File: src/rtl/regfile_scanner_if.sv
// Word stream from the register-file scanner to its consumer.
// The master presents (addr, data, last) under valid; the slave accepts with ready.
interface regfile_scanner_if #(
    parameter int ADDR_W = 6,
    parameter int DATA_W = 16
);
    logic              out_valid;
    logic              out_ready;
    logic [ADDR_W-1:0] out_addr;
    logic [DATA_W-1:0] out_data;
    logic              out_last;

    modport master (
        output out_valid,
        output out_addr,
        output out_data,
        output out_last,
        input  out_ready
    );

    modport slave (
        input  out_valid,
        input  out_addr,
        input  out_data,
        input  out_last,
        output out_ready
    );
endinterface

File: src/rtl/regfile_scanner.sv
// Sequential read-out engine: walks registers 0..NUM_REGS-1 through one
// regfile read port and streams each (address, data) pair over valid/ready.
// Every register costs one READ cycle plus at least one SEND cycle.
module regfile_scanner #(
    parameter int NUM_REGS = 64,
    parameter int ADDR_W   = 6,
    parameter int DATA_W   = 16
) (
    input  logic                clk,
    input  logic                rst,
    input  logic                start,
    input  logic                abort,
    output logic [ADDR_W-1:0]   rdAddr,
    input  logic [DATA_W-1:0]   rdData,
    regfile_scanner_if.master   stream,
    output logic                busy,
    output logic                done
);

    localparam logic [ADDR_W-1:0] LAST_IDX = ADDR_W'(NUM_REGS - 1);
    localparam logic [ADDR_W-1:0] ONE      = ADDR_W'(1);

    typedef enum logic [1:0] {
        IDLE = 2'd0,
        READ = 2'd1,
        SEND = 2'd2
    } state_t;

    state_t              state_reg,     state_next;
    logic [ADDR_W-1:0]   index_reg,     index_next;
    logic [ADDR_W-1:0]   out_addr_reg,  out_addr_next;
    logic [DATA_W-1:0]   out_data_reg,  out_data_next;
    logic                out_valid_reg, out_valid_next;
    logic                done_reg,      done_next;

    // State and output registers; reset clears everything immediately.
    always_ff @(posedge clk or posedge rst) begin
        if (rst) begin
            state_reg     <= IDLE;
            index_reg     <= '0;
            out_addr_reg  <= '0;
            out_data_reg  <= '0;
            out_valid_reg <= 1'b0;
            done_reg      <= 1'b0;
        end else begin
            state_reg     <= state_next;
            index_reg     <= index_next;
            out_addr_reg  <= out_addr_next;
            out_data_reg  <= out_data_next;
            out_valid_reg <= out_valid_next;
            done_reg      <= done_next;
        end
    end

    // Next-state logic. abort outranks both start and a consumer acceptance;
    // a word accepted on the abort edge is transferred but the scan ends
    // without a done pulse. The index never wraps: it returns to 0 only on
    // completion, abort or reset.
    always_comb begin
        state_next     = state_reg;
        index_next     = index_reg;
        out_addr_next  = out_addr_reg;
        out_data_next  = out_data_reg;
        out_valid_next = out_valid_reg;
        done_next      = 1'b0;

        case (state_reg)
            IDLE: begin
                if (start && !abort) begin
                    state_next = READ;
                    index_next = '0;
                end
            end

            READ: begin
                if (abort) begin
                    state_next     = IDLE;
                    index_next     = '0;
                    out_valid_next = 1'b0;
                end else begin
                    // rdData is combinational for rdAddr=index; capture the
                    // live value, so writes to unread registers are visible.
                    out_data_next  = rdData;
                    out_addr_next  = index_reg;
                    out_valid_next = 1'b1;
                    state_next     = SEND;
                end
            end

            SEND: begin
                if (abort) begin
                    state_next     = IDLE;
                    index_next     = '0;
                    out_valid_next = 1'b0;
                end else if (stream.out_ready) begin
                    out_valid_next = 1'b0;
                    if (index_reg == LAST_IDX) begin
                        state_next = IDLE;
                        index_next = '0;
                        done_next  = 1'b1;
                    end else begin
                        state_next = READ;
                        index_next = index_reg + ONE;
                    end
                end
            end

            default: begin
                state_next     = IDLE;
                index_next     = '0;
                out_valid_next = 1'b0;
            end
        endcase
    end

    // Read address is parked at 0 while idle; otherwise it tracks the index.
    always_comb begin
        rdAddr = (state_reg == IDLE) ? '0 : index_reg;
    end

    // Status and stream outputs come straight from registers.
    always_comb begin
        busy             = (state_reg != IDLE);
        done             = done_reg;
        stream.out_valid = out_valid_reg;
        stream.out_addr  = out_addr_reg;
        stream.out_data  = out_data_reg;
        stream.out_last  = out_valid_reg && (out_addr_reg == LAST_IDX);
    end

endmodule

File: src/flat_wrapper.sv
// flat-port wrapper written by rule: the top's interface ports become plain ports
module regfile_scanner_flat 
#(
    parameter int NUM_REGS = 64,
    parameter int ADDR_W   = 6,
    parameter int DATA_W   = 16
)
  (clk, rst, start, abort, rdAddr, rdData, busy, done, stream_out_valid, stream_out_addr, stream_out_data, stream_out_last, stream_out_ready);
  regfile_scanner_if #(.ADDR_W(ADDR_W), .DATA_W(DATA_W)) stream_i ();
  input  logic clk;
  input  logic rst;
  input  logic start;
  input  logic abort;
  output logic [ADDR_W-1:0] rdAddr;
  input  logic [DATA_W-1:0] rdData;
  output logic busy;
  output logic done;
  output wire logic [$bits(stream_i.out_valid)-1:0] stream_out_valid;
  output wire logic [$bits(stream_i.out_addr)-1:0] stream_out_addr;
  output wire logic [$bits(stream_i.out_data)-1:0] stream_out_data;
  output wire logic [$bits(stream_i.out_last)-1:0] stream_out_last;
  input wire logic [$bits(stream_i.out_ready)-1:0] stream_out_ready;
  assign stream_out_valid = stream_i.out_valid;
  assign stream_out_addr = stream_i.out_addr;
  assign stream_out_data = stream_i.out_data;
  assign stream_out_last = stream_i.out_last;
  assign stream_i.out_ready = stream_out_ready;
  regfile_scanner #(.NUM_REGS(NUM_REGS), .ADDR_W(ADDR_W), .DATA_W(DATA_W)) u_core (.clk(clk), .rst(rst), .start(start), .abort(abort), .rdAddr(rdAddr), .rdData(rdData), .stream(stream_i), .busy(busy), .done(done));
endmodule
File: config.mk
export PLATFORM = sky130hd
export DESIGN_NAME = regfile_scanner_flat
export DESIGN_NICKNAME = d
export VERILOG_FILES = /design/src/rtl/regfile_scanner_if.sv /design/src/rtl/regfile_scanner.sv /design/src/flat_wrapper.sv
export SDC_FILE = /design/constraint.sdc
export NUM_CORES = 1
export LEC_CHECK = 0
export CORE_AREA = 4 4 59 115
export CTS_CLUSTER_SIZE = 30
export DETAILED_ROUTE_END_ITERATION = 8
export DIE_AREA = 0 0 63 119
export HOLD_SLACK_MARGIN = 0.02
export PLACE_DENSITY = 0.56
export SLEW_MARGIN = 20
export SYNTH_ARGS = -nofsm -noshare
export SYNTH_HDL_FRONTEND = slang
export SYNTH_SLANG_ARGS = --single-unit
File: constraint.sdc
create_clock -name clk -period 4.4 [get_ports clk]
set_input_delay 0.66 -clock clk [delete_from_list [all_inputs] [get_ports clk]]
set_output_delay 0.66 -clock clk [all_outputs]
set_load 0.05 [all_outputs]
==> run metrics <==
outcome=complete, no violations; Yosys top cell area share=55.8%; Post-Syn Instances=113; hold wc startpoint=u_core.stream.out_data[15]; clock buffer count from CTS=5; storage element area=801 um^2; fill cell count=573; DRC violations left=0; Diodes inserted=0; commonest non-fill, non-tap cell in the layout=clkdlybuf4s50_1; Hold Path Class=register to register; setup TNS=0 ns; initial antenna violation count=0; Final Critical Period=2.71 ns; crit path DAT=2.05 ns; clock sinks=32; worst-path fanout max=10; Area Growth Syn to Fin=51.1%; RSZ-0062 raised after global routing=false; area taken by multi-input logic gates=601 um^2; Reg2Reg Setup Slack=2.72 ns; r2r worst-path depth=5; Peak VDD IR=0.135 mV; power share of the combinational group=33.2%; die area=7500 um^2; Initial Util=24.1%; Max Cap Viol=0; GRT overflow=0; Least-Margin Pin Slew=0.525 ns; io pins=53; Yosys top cell by area=dfrtp_1; Final Slew Violations=0; most frequent cells in the layout=clkdlybuf4s50_1 (52), dfrtp_1 (32), mux2_1 (22); WP data required=3.74 ns; number of library cell types mapped by synthesis=29; share of cells above drive strength 1=8.28%; synth top area cells=dfrtp_1 (56%), mux2_1 (17%), nor2b_1 (4.8%), nor2_1 (1.8%), o311ai_4 (1.8%); reg2reg end=u_core.index_reg[5]; Synth Cell Area=1440 um^2; total track usage=9.95%; Vias=1077; ANT nets after route=0; Endpoint, Worst Hold=u_core.stream.out_data[15]; R2R Path Start=u_core.index_reg[0]; Root Buffer=clkbuf_16; CP Capture Type=primary output; vias per inst=4.64; drt wl/cell=14.7 um; TritonCTS clock tree=built; CTS clk-pin slew, worst paths=0.05 ns; Layout Skew=0.00103 ns; Reg power frac=34.2%; I/O Buffers=52; Detailed Route WL=3.41 mm; RD Place Congestion=0.719; number of global-route vias before repair=1129; Hold Buf Count CTS=0; FP Rows=40; pin count of the biggest net entering global routing=33; register area share after synthesis=55.8%; Worst Setup Path Type=register to primary output; Post-Syn Area per Cell=12.7 um^2; Net Sw Frac=34.3%; HPWL after DPL=2.64 mm; clock latency on the worst-skew pair=0.27 ns; Die Wd=63 um; Clk network pwr share=32.7%; Slew HR=64.9%; Peak Freq=369 MHz; CTS H-Tree Depth=2; global-route wire length before repair=5.78 mm; drt pass-1 iters=2; hold_ws=0.479 ns; syn nets=135; Post CTS Setup Buffer Count=0; Iteration-0 DRC Markers=16; Leakage=0.000927 uW; cts repair resizes=0; Seq cells post-synth=32; Die Span Y=119 um; Sw Pwr=370 uW; core area=5960 um^2; CP Launch Type=register; Ys Warns=0; fin util=36.4%; power per cell area=497 nW/um^2; Final Setup Violations=0; fin cells=232; fin crit share=61.6%; max FFs per register=16; Nets=191; clk buf depth=2; Final Hold Violating Endpoints=0; Cell Int Power=708 uW; Hold Path Cell Cnt=1; placed cells=225
stage by stage:
| step | setup slack [ns] | cell area, um^2 | total power (uW) |
|---|---|---|---|
| finish | 1.69 | 2170 | 1080 |
| global route | 1.53 | 2170 | 1130 |
| CTS | 1.65 | 2170 | 1090 |
| detailed placement | 1.91 | 2020 | 736 |
| global placement | 1.93 | 2020 | 734 |
| floorplan | 2.27 | 1440 | 602 |
worst max-delay path by stage:
| stage | from | endpoint | slack [ns] | cells past startpoint |
|---|---|---|---|---|
| after global routing | u_core.state_reg[1] | rdAddr[0] | 1.53 | 3 |
| after global placement | abort | u_core.index_reg[0] | 1.93 | 5 |
| final | u_core.state_reg[1] | rdAddr[4] | 1.69 | 3 |
| after detailed placement | abort | u_core.index_reg[0] | 1.91 | 5 |
| after floorplan | u_core.stream.out_valid | stream_out_last | 2.27 | 2 |
| after CTS | u_core.state_reg[1] | rdAddr[4] | 1.65 | 3 |
logic make-up (layout without fill, tap and decap cells):
family                   after synthesis  after routing  synth area share, %
AND/OR/NAND/NOR                       36             36                 14.8
flip-flops                            32             32                 55.8
multiplexers                          23             23                 18.0
AO/OA/AOI/OAI                         15             15                 8.11
buffers and inverters                  6             62                 2.35
adder cells (fa/ha/maj)                1              1                0.872
power by group through the flow:
stage,clock network (uW),logic [uW],registers (uW)
6_report,353,358,368
3_5_place_dp,0,362,374
3_3_place_gp,0,362,372
4_1_cts,362,362,369
5_1_grt,374,374,378
2_1_floorplan,0,64.7,537
cells in the mapped netlist:
cell type   n
nand2_1     3
and3_1      3
a21oi_1     2
nand4_1     1
mux2_2      1
inv_1       2
nor3b_1     1
o21ai_1     3
nor2_2      1
o21bai_1    2
nand3_1     3
or4b_4      1
nand2b_1    1
and2b_4     1
or3b_1      1
dfrtp_1    32
a31oi_1     1
nor2_1      7
nor2b_1    11
a22o_1      3
ha_1        1
o31ai_1     1
o311ai_4    1
buf_2       3
or3b_2      1
o21ai_0     2
mux2_1     22
buf_6       1
nor3_1      1
critical path, cell delays in order, from the launching register on:
cell	delay [ns]
dfrtp_1	0.49
nor2_1	0.46
nor2b_1	0.10
clkdlybuf4s50_1	0.72
per-layer routing:
layer | track usage [%] | up-vias | share of wire (%)
met2 | 17.9 | 54 | 51
met5 | 0 | - | 0
met4 | 4.98 | 0 | 2.2
met3 | 3.58 | 9 | 7.8
li1 | - | 513 | -
met1 | 9.77 | 501 | 39
area by class of cell:
cell class / count / area share [%]
Timing Repair Buffer: 53 / 24.4
Sequential cell: 32 / 36.9
Clock buffer: 7 / 7.04
Tap cell: 63 / 3.64
Multi-Input combinational cell: 75 / 27.7
Inverter: 2 / 0.346
No activity file was read; power rests on OpenSTA's default activity.
